## src/rtl/pipe_pkg.sv

```systemverilog
// Shared helpers for the stall-controlled pipeline sink: width derivations
// for FIFO pointers and occupancy counters.
package pipe_pkg;

   // Ceiling log2, minimum result 0 (clog2(1) == 0).
   function automatic int clog2(input int value);
      int r;
      r = 0;
      for (int i = 0; i < 31; i++) begin
         if ((1 << i) < value) r = i + 1;
      end
      return r;
   endfunction

   // Pointer width for a FIFO of the given depth; pointers wrap naturally.
   function automatic int ptr_w(input int depth);
      return clog2(depth);
   endfunction

   // Level counter width: one bit wider than the pointer so it can hold depth.
   function automatic int lvl_w(input int depth);
      return clog2(depth) + 1;
   endfunction

endpackage

```

## src/rtl/sink_mem.sv

```systemverilog
// Two-port register array: synchronous write, asynchronous read, no reset.
module sink_mem #(
   parameter int p_width  = 8,
   parameter int p_depth  = 8,
   parameter int p_addr_w = 3
) (
   input  logic                i_clk,
   input  logic                we,
   input  logic [p_addr_w-1:0] waddr,
   input  logic [p_width-1:0]  wdata,
   input  logic [p_addr_w-1:0] raddr,
   output logic [p_width-1:0]  rdata
);

   logic [p_width-1:0] mem [p_depth];

   // Store the incoming word at the write address when enabled.
   always_ff @(posedge i_clk) begin
      if (we) mem[waddr] <= wdata;
   end

   assign rdata = mem[raddr];

endmodule

```

## src/rtl/stall_sink_fifo.sv

```systemverilog
// Consumer end of the stall-controlled pipeline. Absorbs the pipeline stream
// into a small first-word-fall-through FIFO, raises a registered stall early
// enough that in-flight words (p_skid of them) still fit, and re-presents the
// data on a valid/ready handshake.
//
// Handshake: a word moves downstream in every cycle where out_valid and
// out_ready are both high; out stays stable while out_valid=1 and
// out_ready=0. Upstream words are taken whenever in_valid=1 and there is
// room (including room freed by a same-cycle pop), regardless of o_stall.
module stall_sink_fifo
   import pipe_pkg::*;
#(
   parameter int p_width = 8,
   parameter int p_depth = 8,
   parameter int p_skid  = 2
) (
   input  logic                        i_clk,
   input  logic                        i_rst,
   input  logic [p_width-1:0]          in,
   input  logic                        in_valid,
   output logic                        o_stall,
   output logic [p_width-1:0]          out,
   output logic                        out_valid,
   input  logic                        out_ready,
   output logic [lvl_w(p_depth)-1:0]   o_level,
   output logic                        o_overflow
);

   localparam int PW = ptr_w(p_depth);
   localparam int LW = lvl_w(p_depth);
   localparam logic [LW-1:0] FULL_LVL = LW'(p_depth);
   localparam logic [LW-1:0] STALL_LVL = LW'(p_depth - p_skid);

   if ((p_depth < 4) || ((p_depth & (p_depth - 1)) != 0)) begin : g_bad_depth
      $error("stall_sink_fifo: p_depth must be a power of two >= 4");
   end
   if ((p_skid < 1) || (p_skid >= p_depth)) begin : g_bad_skid
      $error("stall_sink_fifo: p_skid must satisfy 1 <= p_skid < p_depth");
   end

   logic [PW-1:0] rd_ptr;
   logic [PW-1:0] wr_ptr;
   logic [LW-1:0] level;
   logic [LW-1:0] level_next;
   logic          full;
   logic          pop;
   logic          push;
   logic          drop;

   assign full      = (level == FULL_LVL);
   assign out_valid = (level != '0);
   assign pop       = out_valid & out_ready;
   // A pop in the same cycle frees the slot, so a full FIFO still accepts.
   assign push      = in_valid & (~full | pop);
   assign drop      = in_valid & full & ~pop;

   // Post-update occupancy; also feeds the stall register so stall tracks
   // the level that will exist after this edge.
   always_comb begin
      level_next = level;
      case ({push, pop})
         2'b10:   level_next = level + 1'b1;
         2'b01:   level_next = level - 1'b1;
         default: level_next = level;
      endcase
   end

   // Pointers, level, stall and sticky overflow.
   always_ff @(posedge i_clk) begin
      if (i_rst) begin
         rd_ptr     <= '0;
         wr_ptr     <= '0;
         level      <= '0;
         o_stall    <= 1'b0;
         o_overflow <= 1'b0;
      end else begin
         if (push) wr_ptr <= wr_ptr + 1'b1;
         if (pop)  rd_ptr <= rd_ptr + 1'b1;
         level   <= level_next;
         o_stall <= (level_next >= STALL_LVL);
         if (drop) o_overflow <= 1'b1;
      end
   end

   sink_mem #(
      .p_width  (p_width),
      .p_depth  (p_depth),
      .p_addr_w (PW)
   ) u_mem (
      .i_clk (i_clk),
      .we    (push),
      .waddr (wr_ptr),
      .wdata (in),
      .raddr (rd_ptr),
      .rdata (out)
   );

   assign o_level = level;

endmodule

```

## config.mk

```make
export PLATFORM = sky130hd
export DESIGN_NAME = stall_sink_fifo
export DESIGN_NICKNAME = d
export VERILOG_FILES = /design/src/rtl/pipe_pkg.sv /design/src/rtl/sink_mem.sv /design/src/rtl/stall_sink_fifo.sv
export SDC_FILE = /design/constraint.sdc
export NUM_CORES = 1
export LEC_CHECK = 0
export CAP_MARGIN = 20
export CORE_MARGIN = 2
export CORE_UTILIZATION = 35
export DETAILED_ROUTE_END_ITERATION = 6
export GPL_TIMING_DRIVEN = 0
export SYNTH_ARGS = -nofsm -noshare
export SYNTH_HDL_FRONTEND = slang
export SYNTH_SLANG_ARGS = --single-unit
export TNS_END_PERCENT = 5
```

## constraint.sdc

```tcl
create_clock -name i_clk -period 8.3 [get_ports i_clk]
set_clock_uncertainty 0.15 [all_clocks]
set_input_delay 2.49 -clock i_clk [delete_from_list [all_inputs] [get_ports i_clk]]
set_output_delay 2.49 -clock i_clk [all_outputs]
set_load 0.1 [all_outputs]
```

==> results of run 1 <==
## sequential cells by signal (all words and copies together), names as in the netlist, named ones only
register and flops:
o_overflow 1, o_stall 1, u_mem.mem 64, o_level 4, wr_ptr 3, rd_ptr 3
## area by class of cell
cell class              count  area, sq um  share of cell area (%)
repair buffers             27          268                    7.12
plain buffers              12         65.1                    1.73
clock buffers              11          131                    3.49
well taps                 108          135                    3.59
inverters                   2         7.51                   0.200
clock inverters             5         26.3                   0.699
multi-input cells          91          906                    24.1
flip-flops and latches     79         2220                    59.1
## layer usage
| metal | part of all wire (%) | up-vias | track usage, % |
|---|---|---|---|
| li1 | - | 805 | - |
| met1 | 46 | 849 | 16.2 |
| met2 | 49 | 33 | 21.2 |
| met3 | 4.0 | 7 | 3.72 |
| met4 | 1.5 | 0 | 5.37 |
| met5 | 0 | - | 0 |
## how the worst max path moves through the flow
stage | startpoint | end | cells after the start
2_1_floorplan | flop | out[0] | 4
3_3_place_gp | in_valid | u_mem.mem[0][1] | 5
3_5_place_dp | flop | out[3] | 5
4_1_cts | flop | out[3] | 5
5_1_grt | flop | out[3] | 5
6_report | flop | out[3] | 5
## synthesized netlist by cell type, types with 2 or more instances
| library cell | number |
|---|---|
| dfxtp_1 | 15 |
| o21ai_0 | 3 |
| mux2i_1 | 2 |
| buf_6 | 2 |
| buf_2 | 4 |
| xor2_1 | 5 |
| a21oi_1 | 2 |
| nor3_1 | 3 |
| nor2_1 | 15 |
| nand3_1 | 2 |
| nand2_1 | 3 |
| mux4_2 | 16 |
| mux2_2 | 8 |
| clkbuf_1 | 5 |
| nand2b_1 | 4 |
| a41oi_1 | 2 |
| o211ai_1 | 3 |
| edfxtp_1 | 64 |
| ha_1 | 3 |
| inv_1 | 2 |
## power groups by stage
| stage | logic, uW | clock network (uW) | registers (uW) |
|---|---|---|---|
| floorplan | 325 | 0 | 515 |
| global placement | 466 | 0 | 469 |
| detailed placement | 469 | 0 | 469 |
| CTS | 470 | 242 | 461 |
| global route | 494 | 259 | 464 |
| finish | 464 | 239 | 460 |
## stage by stage
stage / std cells / hold WS [ns] / total power [uW] / util [%] / instance area (sq um)
finish: 335 / 0.334 / 1160 / 42.7 / 3760
global route: 335 / 0.372 / 1220 / 42.7 / 3760
CTS: 335 / 0.346 / 1170 / 42.7 / 3760
detailed placement: 319 / 0.315 / 938 / 40.9 / 3600
global placement: 318 / 0.324 / 935 / 40.8 / 3590
floorplan: 184 / 0.304 / 839 / - / 3200
## cell families after synthesis
logic type / after synthesis / synth area share (%)
compound gates: 20 / 4.86
xor+xnor: 5 / 1.37
fa+ha+maj: 3 / 1.17
buf+inv: 14 / 2.27
flops: 79 / 69.5
mux: 26 / 14.7
simple gates: 37 / 6.07
## worst min-delay path: cells and delay by family, from the launching register on
kind,cells,cell delay [ns]
flip-flops,1,0.33
AO/OA/AOI/OAI,1,0.04
AND/OR/NAND/NOR,1,0.07
==> flow_summary.yaml, run 1 <==
clocking:
  post_cts.repair.setup_buffers: 0
  clockBufferDepth: 2
  clock_sinks: 79
  cts_resized: 0
  cts.htree.levels: 3
  clk_pin_slew_ns: 0.08
  cts_buffers: 9
  cts-root-buf: "clkbuf_8"
  cts_tree: "done"
  insertion_delay_ns: 0.34
  hold_buffers: 0
hold_path:
  hp-start: "o_overflow"
  whs_path_depth: 2
  holdPathEnd: "o_overflow"
  min_path_type: "reg -> reg"
logic_synthesis:
  yosysTopAreaCell: "edfxtp_1"
  seq_area_frac_synth_pct: 69.5
  netlist_instances: 184
  syn_nets: 199
  async_reset_ff_share_pct: 0
  ys_ff_latch: 79
  synth_top_cell_area_share_pct: 60.1
  yosysWarnings: 0
  ys_top_cells_by_area: "edfxtp_1 (60%), mux4_2 (11%), dfxtp_1 (9.4%)"
  synth_flop_cell: "edfxtp_1"
  syn_area_per_cell_sq_um: 17.4
  synth_edf_count: 64
  ys_types: 41
  netlist_area_sq_um: 3200
global_route:
  grt_pass1_vias: 1784
  grt_max_degree: 14
  grt-ovfl-total: 0
  grt_first_pass_wirelength_mm: 9.32
  grt_usage_pct: 12.9
  antenna_found_initial: 0
drt:
  vias: 1694
  first_pass_iters: 4
  wl_mm: 5.88
  drc: 0
  via_per_inst: 5.06
  ant_nets: 0
  drt_iter0_drc: 67
  wl_per_cell_um: 17.6
critical_path:
  start_kind: "flop"
  worstReg2RegEnd: "u_mem.mem[4][1]"
  rrSetupSlack_ns: 5.68
  crit_required_ns: 5.66
  r2r.worst_path.cells: 5
  critPathKind: "reg -> out"
  path_delay_family: "buffers and inverters"
  worstPathCellList: "clkbuf_1 > clkbuf_1 > mux4_2 > mux2_2 > clkdlybuf4s50_1"
  crit_path_frequent_cell: "clkbuf_1"
  r2r-start: "o_level[1]"
  crit_arrival_ns: 3.27
  crit_buf_inv: 3
  endpoint_kind: "primary output"
  critical-path-slowest-cell: "clkdlybuf4s50_1"
  cpPeakStageDelay_ns: 0.97
  worst-path-max-fanout: 10
power:
  swShare_pct: 38.9
  p_int_uw: 711
  power_frac_clock_pct: 20.5
  netSwitchingPower_uw: 452
  p_per_area_nw_per_um2: 309
  power_frac_comb_pct: 39.9
  leakage_uw: 0.00122
  seqPwrFrac_pct: 39.6
  peakVddDrop_mv: 0.285
floorplan:
  die_y_um: 99.6
  core_area_sq_um: 8810
  dieArea_sq_um: 9910
  start_util_pct: 36.3
  ios: 27
  die_x_um: 99.6
  num_rows: 34
timing:
  final.setup.tns_ns: 0
  slew_viol_final: 0
  slew_headroom_pct: 33.8
  setup_viol: 0
  fmax_ghz: 0.169
  rsz0062_at_grt: "no"
  fin_ws_ns: 2.39
  finalCritPeriodShare_pct: 71.2
  finalHoldViolCount: 0
  tightest_slew_ns: 0.989
  fin_crit_ns: 5.91
cells_and_area:
  syn2layout_area_growth_pct: 17.7
  nFillCells: 788
  drive_gt1_share_pct: 21.1
  diodes: 0
  mostFrequentLayoutCell: "edfxtp_1"
  nets: 237
  final_cell_mix: "edfxtp_1 (64), clkdlybuf4s50_1 (26), mux4_2 (16)"
place:
  dpl.hpwl_mm: 3.75
  io_buffers: 26
  place_congestion: 0.873
  place_ws_ns: 2.66
flow_run:
  max-cap-violations: 0
status:
  status: "finished, final reports clean"
(Power assumes the default switching activity.)
==> inputs of run 2 (changes only) <==
==> constraint.sdc (replaced) <==
create_clock -name i_clk -period 4.9 [get_ports i_clk]
set_clock_uncertainty 0.15 [all_clocks]
set_input_delay 1.47 -clock i_clk [delete_from_list [all_inputs] [get_ports i_clk]]
set_output_delay 1.47 -clock i_clk [all_outputs]
set_load 0.1 [all_outputs]
==> run 2 against run 1 <==
  * Utilization decreased by 0.11 points
  * Final cell count unchanged
  * Die area unchanged
  * Worst setup slack got worse by 2.1 ns
  * Sequential cell count unchanged
  * Non-clock buffer count unchanged
  * Combinational power increased by 66%
  * Sequential share of layout area increased by 0.16 points
  * Register-to-register slack got worse by 3.3 ns
  * Cell area decreased by 0.27%
  * Critical path type unchanged
==> flow_summary.yaml, run 2 (synthesized netlist as in run 1, its figures left out) <==
power:
  p_per_area_nw_per_um2: 520
  leakage_uw: 0.00123
  p_int_uw: 1190
  peakVddDrop_mv: 0.484
  netSwitchingPower_uw: 763
  seqPwrFrac_pct: 40.0
  swShare_pct: 39.1
  power_frac_comb_pct: 39.4
  finalPower_uw: 1950
  power_frac_clock_pct: 20.6
floorplan:
  die_y_um: 99.6
  core_area_sq_um: 8810
  num_rows: 34
  dieArea_sq_um: 9910
  ios: 27
  die_x_um: 99.6
  start_util_pct: 36.3
clocking:
  hold_buffers: 0
  cts-root-buf: "clkbuf_8"
  clk_pin_slew_ns: 0.08
  cts_tree: "done"
  cts_buffers: 9
  cts.htree.levels: 3
  insertion_delay_ns: 0.34
  clock_sinks: 79
  clockBufferDepth: 2
timing:
  finalCritPeriodShare_pct: 93.8
  rsz0062_at_grt: "no"
  fin_crit_ns: 4.59
  final.setup.tns_ns: 0
  fmax_ghz: 0.218
  tightest_slew_ns: 0.967
  slew_viol_final: 0
  slew_headroom_pct: 35.3
  finalHoldViolCount: 0
  hold_slack_ns: 0.334
  setup_viol: 0
global_route:
  grt_max_degree: 14
  grt-ovfl-total: 0
  antenna_found_initial: 0
  grt_pass1_vias: 1786
  grt_usage_pct: 13.0
  grt_first_pass_wirelength_mm: 9.34
status:
  status: "finished, final reports clean"
drt:
  drt_iter0_drc: 79
  wl_per_cell_um: 17.5
  via_per_inst: 5.05
  wl_met3_um: 246
  vias: 1693
  met2WireLength_mm: 2.83
  routedLengthMet1_mm: 2.69
  top_layer_used: "met4"
  first_pass_iters: 4
  drc: 0
  ant_nets: 0
  wl_mm: 5.86
critical_path:
  worst-path-max-fanout: 10
  crit_required_ns: 3.28
  start_kind: "flop"
  critPathKind: "reg -> out"
  crit_arrival_ns: 2.97
  endpoint_kind: "primary output"
  r2r.worst_path.cells: 5
cells_and_area:
  largest_reg_flops: 64
  drive_gt1_share_pct: 21.1
  syn2layout_area_growth_pct: 17.4
  mostFrequentLayoutCell: "edfxtp_1"
  postLayoutCellArea_sq_um: 3750
  largest_register: "u_mem.mem"
  diodes: 0
  layout.cells.non_filler: 335
  final_cell_mix: "edfxtp_1 (64), clkdlybuf4s50_1 (18), mux4_2 (16)"
  nets: 237
place:
  place_congestion: 0.873
  dpl.hpwl_mm: 3.75
  placedCellCount: 319
  io_buffers: 26
  placed_area_sq_um: 3600
hold_path:
  min_path_type: "reg -> reg"
  whs_path_depth: 2
flow_run:
  max-cap-violations: 0
==> run 2: what timing repair did <==
item,in CTS,in global routing
buffers inserted,0,0
setup endpoints to repair,8,0
resized for setup,8,0
==> run 2: final cells by class <==
| cell class | instances | area, sq um |
|---|---|---|
| fillers | 791 | 5050 |
| flip-flops and latches | 79 | 2220 |
| well taps | 108 | 135 |
| clock inverters | 5 | 26.3 |
| plain buffers | 12 | 65.1 |
| clock buffers | 11 | 131 |
| multi-input cells | 91 | 906 |
| inverters | 2 | 7.51 |
| repair buffers | 27 | 258 |
==> run 2: per-layer routing <==
| layer | vias to the layer above | track usage, % |
|---|---|---|
| met5 | - | 0 |
| met3 | 8 | 3.72 |
| met1 | 844 | 16.3 |
| met4 | 0 | 5.37 |
| li1 | 804 | - |
| met2 | 37 | 21.2 |
==> run 2: final timing paths <==
| check | slack [ns] | endpoint | start |
|---|---|---|---|
| max | 0.31 | out[3] | flop |
| min | 0.33 | o_overflow | o_overflow |
| max reg2reg | 2.33 | u_mem.mem[4][1] | o_level[1] |
| min reg2reg | 0.33 | o_overflow | o_overflow |
==> run 2: worst max-delay path: stages, from the launching register on <==
cell and delay, ns:
dfxtp_1 0.31, clkbuf_1 0.38, clkbuf_1 0.58, mux4_2 0.33, mux2_2 0.17, dlygate4sd2_1 0.86
==> run 2: per-stage QoR <==
| step | setup WS, ns | util, % |
|---|---|---|
| final | 0.306 | 42.6 |
| after global routing | 0.163 | 42.6 |
| after CTS | 0.220 | 42.6 |
| after detailed placement | 0.282 | 40.9 |
| after global placement | 0.266 | 40.8 |
| after floorplan | 1.46 | - |
==> run 2: power by group through the flow <==
stage	clock network, uW	registers (uW)	logic (uW)
finish	403	780	769
global route	440	785	818
CTS	411	780	778
detailed placement	0	795	794
global placement	0	794	790
floorplan	0	872	550
==> inputs of run 3 (changes only) <==
--- a/config.mk
+++ b/config.mk
@@ -10,6 +10,7 @@
 export CORE_UTILIZATION = 35
 export DETAILED_ROUTE_END_ITERATION = 6
 export GPL_TIMING_DRIVEN = 0
+export HOLD_SLACK_MARGIN = 0.1
 export SYNTH_ARGS = -nofsm -noshare
 export SYNTH_HDL_FRONTEND = slang
 export SYNTH_SLANG_ARGS = --single-unit
==> results of run 3 <==
The final DEF is identical to that of run 2; final timing and power are the same.
